[config.mk]
export PLATFORM = sky130hd
export DESIGN_NAME = breakpoint_unit
export DESIGN_NICKNAME = d
export VERILOG_FILES = /design/src/rtl/breakpoint_unit.sv
export SDC_FILE = /design/constraint.sdc
export NUM_CORES = 1
export LEC_CHECK = 0
export CORE_AREA = 10 10 180 182
export DETAILED_ROUTE_END_ITERATION = 8
export DIE_AREA = 0 0 190 192
export DONT_BUFFER_PORTS = 1
export PLACE_DENSITY = 0.39
export SLEW_MARGIN = 0
export SYNTH_ARGS = -nofsm -noshare
export SYNTH_HDL_FRONTEND = slang
export SYNTH_SLANG_ARGS = --single-unit
export TNS_END_PERCENT = 20
[constraint.sdc]
create_clock -name i_oszClk -period 3.42 [get_ports i_oszClk]
set_clock_uncertainty 0.1 [all_clocks]
set_input_delay 0.513 -clock i_oszClk [delete_from_list [all_inputs] [get_ports i_oszClk]]
set_output_delay 0.513 -clock i_oszClk [all_outputs]
set_load 0.01 [all_outputs]
[src/rtl/breakpoint_unit.sv]
// Multi-channel instruction-fetch breakpoint unit with off/always/count/one-shot modes.
// Optional macro BREAKPOINT_INIT_LOAD_EN preloads channel 0 from i_initAddress during INIT.
module breakpoint_unit #(
  parameter int ADDR_WIDTH  = 16,
  parameter int NUM_BP      = 4,
  parameter int COUNT_WIDTH = 8,
  localparam int IDX_W      = (NUM_BP > 1) ? $clog2(NUM_BP) : 1
) (
  input  logic                   i_oszClk,
  input  logic                   i_resetn,
  input  logic                   i_enable,
  input  logic                   i_wrEn,
  input  logic [IDX_W-1:0]       i_wrIndex,
  input  logic [ADDR_WIDTH-1:0]  i_wrAddress,
  input  logic [1:0]             i_wrMode,
  input  logic [COUNT_WIDTH-1:0] i_wrCount,
  input  logic [ADDR_WIDTH-1:0]  i_initAddress,
  input  logic                   i_fetchValid,
  input  logic [ADDR_WIDTH-1:0]  i_fetchAddress,
  input  logic                   i_resume,
  output logic                   o_haltReq,
  output logic                   o_hitValid,
  output logic [IDX_W-1:0]       o_hitIndex,
  output logic [NUM_BP-1:0]      o_armed
);

  typedef enum logic [1:0] {
    S_INIT,
    S_RUN,
    S_HALTED,
    S_SKIP
  } state_e;

  localparam logic [1:0] MODE_OFF    = 2'b00;
  localparam logic [1:0] MODE_ALWAYS = 2'b01;
  localparam logic [1:0] MODE_COUNT  = 2'b10;
  localparam logic [1:0] MODE_ONCE   = 2'b11;

  state_e                 state_q, state_d;
  logic [ADDR_WIDTH-1:0]  addr_q  [NUM_BP];
  logic [ADDR_WIDTH-1:0]  addr_d  [NUM_BP];
  logic [1:0]             mode_q  [NUM_BP];
  logic [1:0]             mode_d  [NUM_BP];
  logic [COUNT_WIDTH-1:0] k_q     [NUM_BP];
  logic [COUNT_WIDTH-1:0] k_d     [NUM_BP];
  logic [COUNT_WIDTH-1:0] cnt_q   [NUM_BP];
  logic [COUNT_WIDTH-1:0] cnt_d   [NUM_BP];
  logic [IDX_W-1:0]       hitIndex_q, hitIndex_d;
  logic                   hitValid_q, hitValid_d;
  logic [NUM_BP-1:0]      hit;
  logic [NUM_BP-1:0]      wrSel;
  logic [NUM_BP-1:0]      match;

`ifndef BREAKPOINT_INIT_LOAD_EN
  logic unused_initAddress;
  assign unused_initAddress = ^i_initAddress;
`endif

  always_comb begin
    for (int i = 0; i < NUM_BP; i++) begin
      wrSel[i] = i_wrEn && (state_q != S_INIT) && (i_wrIndex == IDX_W'(i));
      match[i] = i_enable && i_fetchValid && (mode_q[i] != MODE_OFF) &&
                 (addr_q[i] == i_fetchAddress);
    end
  end

  always_comb begin
    state_d    = state_q;
    hitIndex_d = hitIndex_q;
    hitValid_d = 1'b0;
    hit        = '0;
    for (int i = 0; i < NUM_BP; i++) begin
      addr_d[i] = addr_q[i];
      mode_d[i] = mode_q[i];
      k_d[i]    = k_q[i];
      cnt_d[i]  = cnt_q[i];
    end

    case (state_q)
      S_INIT: begin
        state_d = S_RUN;
`ifdef BREAKPOINT_INIT_LOAD_EN
        addr_d[0] = i_initAddress;
        mode_d[0] = MODE_ALWAYS;
        k_d[0]    = '0;
        cnt_d[0]  = '0;
`endif
      end
      S_RUN: begin
        // A channel being rewritten this cycle is excluded from evaluation.
        for (int i = 0; i < NUM_BP; i++) begin
          if (match[i] && !wrSel[i]) begin
            case (mode_q[i])
              MODE_ALWAYS: hit[i] = 1'b1;
              MODE_COUNT: begin
                if (cnt_q[i] > COUNT_WIDTH'(1)) begin
                  cnt_d[i] = cnt_q[i] - COUNT_WIDTH'(1);
                end else begin
                  hit[i]   = 1'b1;
                  cnt_d[i] = k_q[i];
                end
              end
              MODE_ONCE: begin
                hit[i]    = 1'b1;
                mode_d[i] = MODE_OFF;
              end
              default: ;
            endcase
          end
        end
        if (|hit) begin
          state_d    = S_HALTED;
          hitValid_d = 1'b1;
          for (int i = NUM_BP - 1; i >= 0; i--) begin
            if (hit[i]) hitIndex_d = IDX_W'(i);
          end
        end
      end
      S_HALTED: begin
        if (i_resume) state_d = S_RUN == S_RUN ? S_SKIP : S_SKIP;
      end
      S_SKIP: begin
        if (!i_enable || i_fetchValid) state_d = S_RUN;
      end
      default: state_d = S_INIT;
    endcase

    for (int i = 0; i < NUM_BP; i++) begin
      if (wrSel[i]) begin
        addr_d[i] = i_wrAddress;
        mode_d[i] = i_wrMode;
        k_d[i]    = i_wrCount;
        cnt_d[i]  = i_wrCount;
      end
    end
  end

  always_ff @(posedge i_oszClk) begin
    if (!i_resetn) begin
      state_q    <= S_INIT;
      hitIndex_q <= '0;
      hitValid_q <= 1'b0;
      for (int i = 0; i < NUM_BP; i++) begin
        addr_q[i] <= '0;
        mode_q[i] <= MODE_OFF;
        k_q[i]    <= '0;
        cnt_q[i]  <= '0;
      end
    end else begin
      state_q    <= state_d;
      hitIndex_q <= hitIndex_d;
      hitValid_q <= hitValid_d;
      for (int i = 0; i < NUM_BP; i++) begin
        addr_q[i] <= addr_d[i];
        mode_q[i] <= mode_d[i];
        k_q[i]    <= k_d[i];
        cnt_q[i]  <= cnt_d[i];
      end
    end
  end

  always_comb begin
    for (int i = 0; i < NUM_BP; i++) begin
      o_armed[i] = (mode_q[i] != MODE_OFF);
    end
  end

  assign o_haltReq  = (state_q == S_HALTED);
  assign o_hitValid = hitValid_q;
  assign o_hitIndex = hitIndex_q;

endmodule

## Yosys cells after proc, flatten, opt, wreduce, memory -nomap -nowiden

Memories as Yosys holds them, arrays and structs flattened.
Cells that the tools add are included.
W data, S select, Z words.

- Flip-flop bits (word level): 5
- Bits in latches: 0
- Memory bits (writable): 136
- Memory bits (read-only): 0
- Input port bits: 66
- Output and inout bits: 8
- Logic and storage cells: 177
- Memories: 4

- Add/subtract/negate cells: 4
- Multipliers: 0
- Divide/modulo/power cells: 0
- Magnitude comparators: 4
- Equal/unequal tests: 25
- Shift operators: 0
- Muxes and demuxes: 81
- Bitwise operators: 16
- Reductions and logical operators: 40

Memory list:

| name | words | bits a word | rd ports | clocked after Yosys merged registers in | wr ports | line | text |
|---|---|---|---|---|---|---|---|
| addr_q | 4 | 16 | 4 | 0 | 4 | 40 | `logic [ADDR_WIDTH-1:0] addr_q [NUM_BP];` |
| cnt_q | 4 | 8 | 4 | 0 | 4 | 46 | `logic [COUNT_WIDTH-1:0] cnt_q [NUM_BP];` |
| k_q | 4 | 8 | 4 | 0 | 4 | 44 | `logic [COUNT_WIDTH-1:0] k_q [NUM_BP];` |
| mode_q | 4 | 2 | 4 | 0 | 4 | 42 | `logic [1:0] mode_q [NUM_BP];` |

Operator list:

| cell | number |
|---|---|
| $mux W8 | 29 |
| $mux W16 | 8 |
| $eq A16 B16 Y1 | 4 |
| $mux W2 | 23 |
| $gt A8 B1 Y1 const B | 4 |
| $mux W32 | 1 |
| $sub A8 B1 Y8 const B | 4 |
| $eq A2 B2 Y1 const B | 12 |
| $logic_and A1 B1 Y1 | 18 |
| $or A1 B1 Y1 | 16 |
| $mux W1 | 15 |
| $eq A2 B1 Y1 const B | 6 |
| $reduce_bool A2 Y1 | 5 |
| $pmux W1 S2 | 4 |
| $pmux W2 S4 | 1 |
| $reduce_or A2 Y1 | 4 |
| $ne A2 B2 Y1 const B | 3 |
| $reduce_and A3 Y1 | 2 |
| $logic_not A1 Y1 | 5 |
| $logic_not A2 Y1 | 2 |
| $reduce_bool A4 Y1 | 1 |
| $reduce_or A4 Y1 | 1 |
| $reduce_and A2 Y1 | 1 |
| $logic_or A1 B1 Y1 | 1 |

## Depth between registers and ports, before layout

- Depth in word-level cells: 11
- Gate-level depth with buffers: 10
- Depth with buffers taken out: 9

## Worst setup path after synthesis

Ideal clock, no wire load.

- Kind: input port to flip-flop
- Start: input port i_fetchAddress[14]
- End: memory cnt_q[3][3]
- Arrival: 2.443 ns
- Required time: 3.246 ns
- Setup slack: 0.803 ns
- Stages: 8
- Cells stage by stage: buf_2 > xnor2_1 > nand4_1 > or4_1 > or3_4 > o21a_4 > or3_1 > a31oi_1

RTL lines:

| what | line | text |
|---|---|---|
| start, declared | 19 | `input logic [ADDR_WIDTH-1:0] i_fetchAddress,` |
| end, declared | 46 |  |

==> summary.md <==
| Metric | Value |
|---|---|
| Final nets | 993 |
| Psw | 1191 uW |
| Die X | 190 um |
| Tcrit/Tclk final | 78.14% |
| Drt drc | 0 |
| Yosys top cell by area | dfxtp_1 |
| Largest net degree at the start of global routing | 55 |
| Final slew viol count | 0 |
| Cell Int Power | 3156 uW |
| Pwr dens | 534.7 mW/mm2 |
| Share of layout cells above drive strength 1 | 7.435% |
| Fmax | 0.3742 GHz |
| Startpoint of the worst hold path | i_wrAddress[12] |
| Logic pwr share | 13.2% |
| CTS Buffer Depth | 2 |
| Worst setup EP type | flop |
| Worst path required time | 3620 ps |
| Initial Utilization | 24.87% |
| H-tree depth | 4 |
| Hold WC Path Type | input port to flop |
| Maximum vdd drop | 334.3 uV |
| Post-CTS setup buffer count | 0 |
| Tmin final | 2672 ps |
| Async SR Flop Fraction | 0% |
| Initial antenna violation count | 0 |
| PortBufs | 0 |
| Top_reg_cell synth | dfxtp_1 |
| Critical Path Max Stage Delay | 570 ps |
| Status | finished, final reports clean |
| Min-Delay Endpoint | addr_q[2][12] |
| Top post-synthesis cells by area | dfxtp_1, nand2_1, a21oi_1 |
| Reg-to-Reg End | cnt_q[3][1] |
| Ant diodes | 0 |
| Flops & latches, synth | 141 |
| Syn nets | 1019 |
| Switching share of total power | 27.41% |
| Crit start category | flop |
| Top-count cell post-synth | nand2_1 |
| WS Path Type | flop to flop |
| Die ar. | 0.03648 mm2 |
| Vias per std cell | 4.721 |
| Die Ht | 192 um |
| Post-CTS Resized | 0 |
| R2r setup slk | 750 ps |
| Sequential fraction of design power | 40.5% |
| Fillers | 3133 |
| Number of max-cap violations | 0 |
| Cts-stage hold buffer count | 0 |
| Clk slew on worst S/H paths | 70 ps |
| Total clock sinks | 141 |
| Gr ovfl total | 0 |
| Post-synthesis sequential area ratio | 39.66% |
| Unrepaired setup endpoints after global routing | no |
| Final Hold Viols | 0 |
| Reg-to-Reg Start | addr_q[3][1] |
| Post-Route Setup TNS | 0 ps |
| DRT Pass-1 Iters | 5 |
| Half-perimeter wire length after placement | 17.13 mm |
| Synth Area per Inst | 7.564 um2 |
| First-pass GRT wire length | 37.37 mm |
| Post-synth top area share | 39.66% |
| Worst-Margin Slew | 945.9 ps |
| Core ar. | 0.02863 mm2 |
| Vias in the first global route | 5887 |
| GR Util All Layers | 13.55% |
| Yosys warning count | 0 |
| Routability-driven placement congestion ratio | 0.7847 |
| Total Wirelength | 24.20 mm |
| EDFF count, synth | 0 |
| Clock power frac | 46.3% |
| Synthesized instance count | 941 |
| Crit path cell chain | xnor2_1 > nand4_1 > or4_1 > or3_4 > o21ai_2 > mux2i_1 > a21oi_1 |
| CP max-delay cell | or4_1 |
| DRT iter0 DRCs | 378 |
| Via count | 6194 |
| Synthesized cell area | 0.007118 mm2 |
| CTS tree | yes |
| Io pins | 74 |
| Hold_ws | 104.9 ps |
| TritonCTS Buffers | 17 |
| Top cells by count, synth | nand2_1, a21oi_1, dfxtp_1, clkbuf_1, xnor2_1 |
| Hold Crit Depth | 2 |
| Slew HR | 36.94% |
| Critical path fanouts, max | 8 |
| Final ANT Viol Nets | 0 |
| Netlist cell types | 59 |
| # setup viols final | 0 |
| Area growth syn-to-layout | 14.22% |
| Avg WL per Cell | 18.44 um |
| Crit path DAT | 2870 ps |
| Leakage | 0.002728 uW |
| FF-to-FF path depth | 7 |
| Root buf cell | clkbuf_16 |
| Clock latency at the later pin of the worst-skew pair | 440 ps |
| Row count | 62 |
[power groups by stage]
stage	Combinational, uW	Sequential, uW	Clock [uW]
after floorplan	455	1780	0
after global placement	582	1800	0
after detailed placement	581	1800	0
after CTS	583	1760	2060
after global routing	662	1770	2130
final	575	1760	2010
[stage by stage]
stage | power (uW) | setup slack (ps) | utilization (%) | area [um2] | std cells
3_3_place_gp | 2379 | 623.7 | 26.23 | 7508 | 1280
4_1_cts | 4406 | 716.7 | 28.40 | 8130 | 1312
6_report | 4347 | 747.7 | 28.40 | 8130 | 1312
3_5_place_dp | 2378 | 572.7 | 26.23 | 7508 | 1280
5_1_grt | 4563 | 574.2 | 28.40 | 8130 | 1312
2_1_floorplan | 2237 | 802.7 | - | 7118 | 941
[worst max-delay path by stage]
| stage | startpoint | endpoint | slack, ps | cells past startpoint |
|---|---|---|---|---|
| 6_report | addr_q[3][1] | cnt_q[3][1] | 750 | 7 |
| 3_5_place_dp | i_fetchAddress[1] | cnt_q[3][1] | 570 | 7 |
| 2_1_floorplan | i_fetchAddress[14] | cnt_q[3][3] | 800 | 8 |
| 3_3_place_gp | i_fetchAddress[1] | cnt_q[3][1] | 620 | 7 |
| 4_1_cts | addr_q[3][1] | cnt_q[3][1] | 720 | 7 |
| 5_1_grt | cnt_q[2][0] | o_hitIndex[0] | 570 | 9 |
[flip-flops by register name (all words and copies together) (netlist names)]
signal / flops
addr_q: 64
cnt_q: 32
k_q: 32
mode_q: 8
o_hitIndex: 2
o_hitValid: 1
state_q: 2
[routing by layer]
| metal | routed length, um | vias to the layer above | GRT usage (%) |
|---|---|---|---|
| met2 | 10980 | 102 | 21.06 |
| met5 | 0 | - | 0 |
| met3 | 1469 | 17 | 4.280 |
| li1 | - | 3165 | - |
| met4 | 286 | 0 | 4.151 |
| met1 | 11460 | 2910 | 17.52 |
[layout by cell type (no fill, tap or decap), types with 12 or more instances in the layout]
master	instances
a21oi_1	142
inv_1	23
xor2_1	26
dfxtp_1	141
nand2_1	248
o21ai_0	34
buf_4	15
xnor2_1	44
nand3_1	20
clkbuf_16	17
nand4_1	16
ha_1	12
nor2_1	34
nor4_1	12
[critical path, delay by kind of cell, from the launching register on]
kind            cells  cell delay [ps]
compound gates      2              430
xor+xnor            1              290
flops               1              320
mux                 1              250
simple gates        3             1150
[cell families (layout without fill, tap and decap cells)]
family | count (synthesis) | in the layout | share of synthesized area, %
AOI/OAI and AO/OA | 234 | 234 | 18.77
xor gates and xnor gates | 71 | 71 | 8.842
adders and majority gates | 12 | 12 | 2.109
buffers and inverters | 85 | 72 | 4.729
DFF | 141 | 141 | 39.66
muxes | 14 | 14 | 2.021
and+or+nand+nor | 384 | 384 | 23.87
[layout make-up]
cell class	count	area, um2	area share, %
Clock buffer	19	432.9	5.325
Clock inverter	13	188.9	2.324
Inverter	24	92.59	1.139
Multi-Input combinational cell	715	3980	48.95
Sequential cell	141	2823	34.72
Tap cell	384	480.5	5.910
Timing Repair Buffer	16	132.6	1.631
No activity file was read; power rests on OpenSTA's default activity.
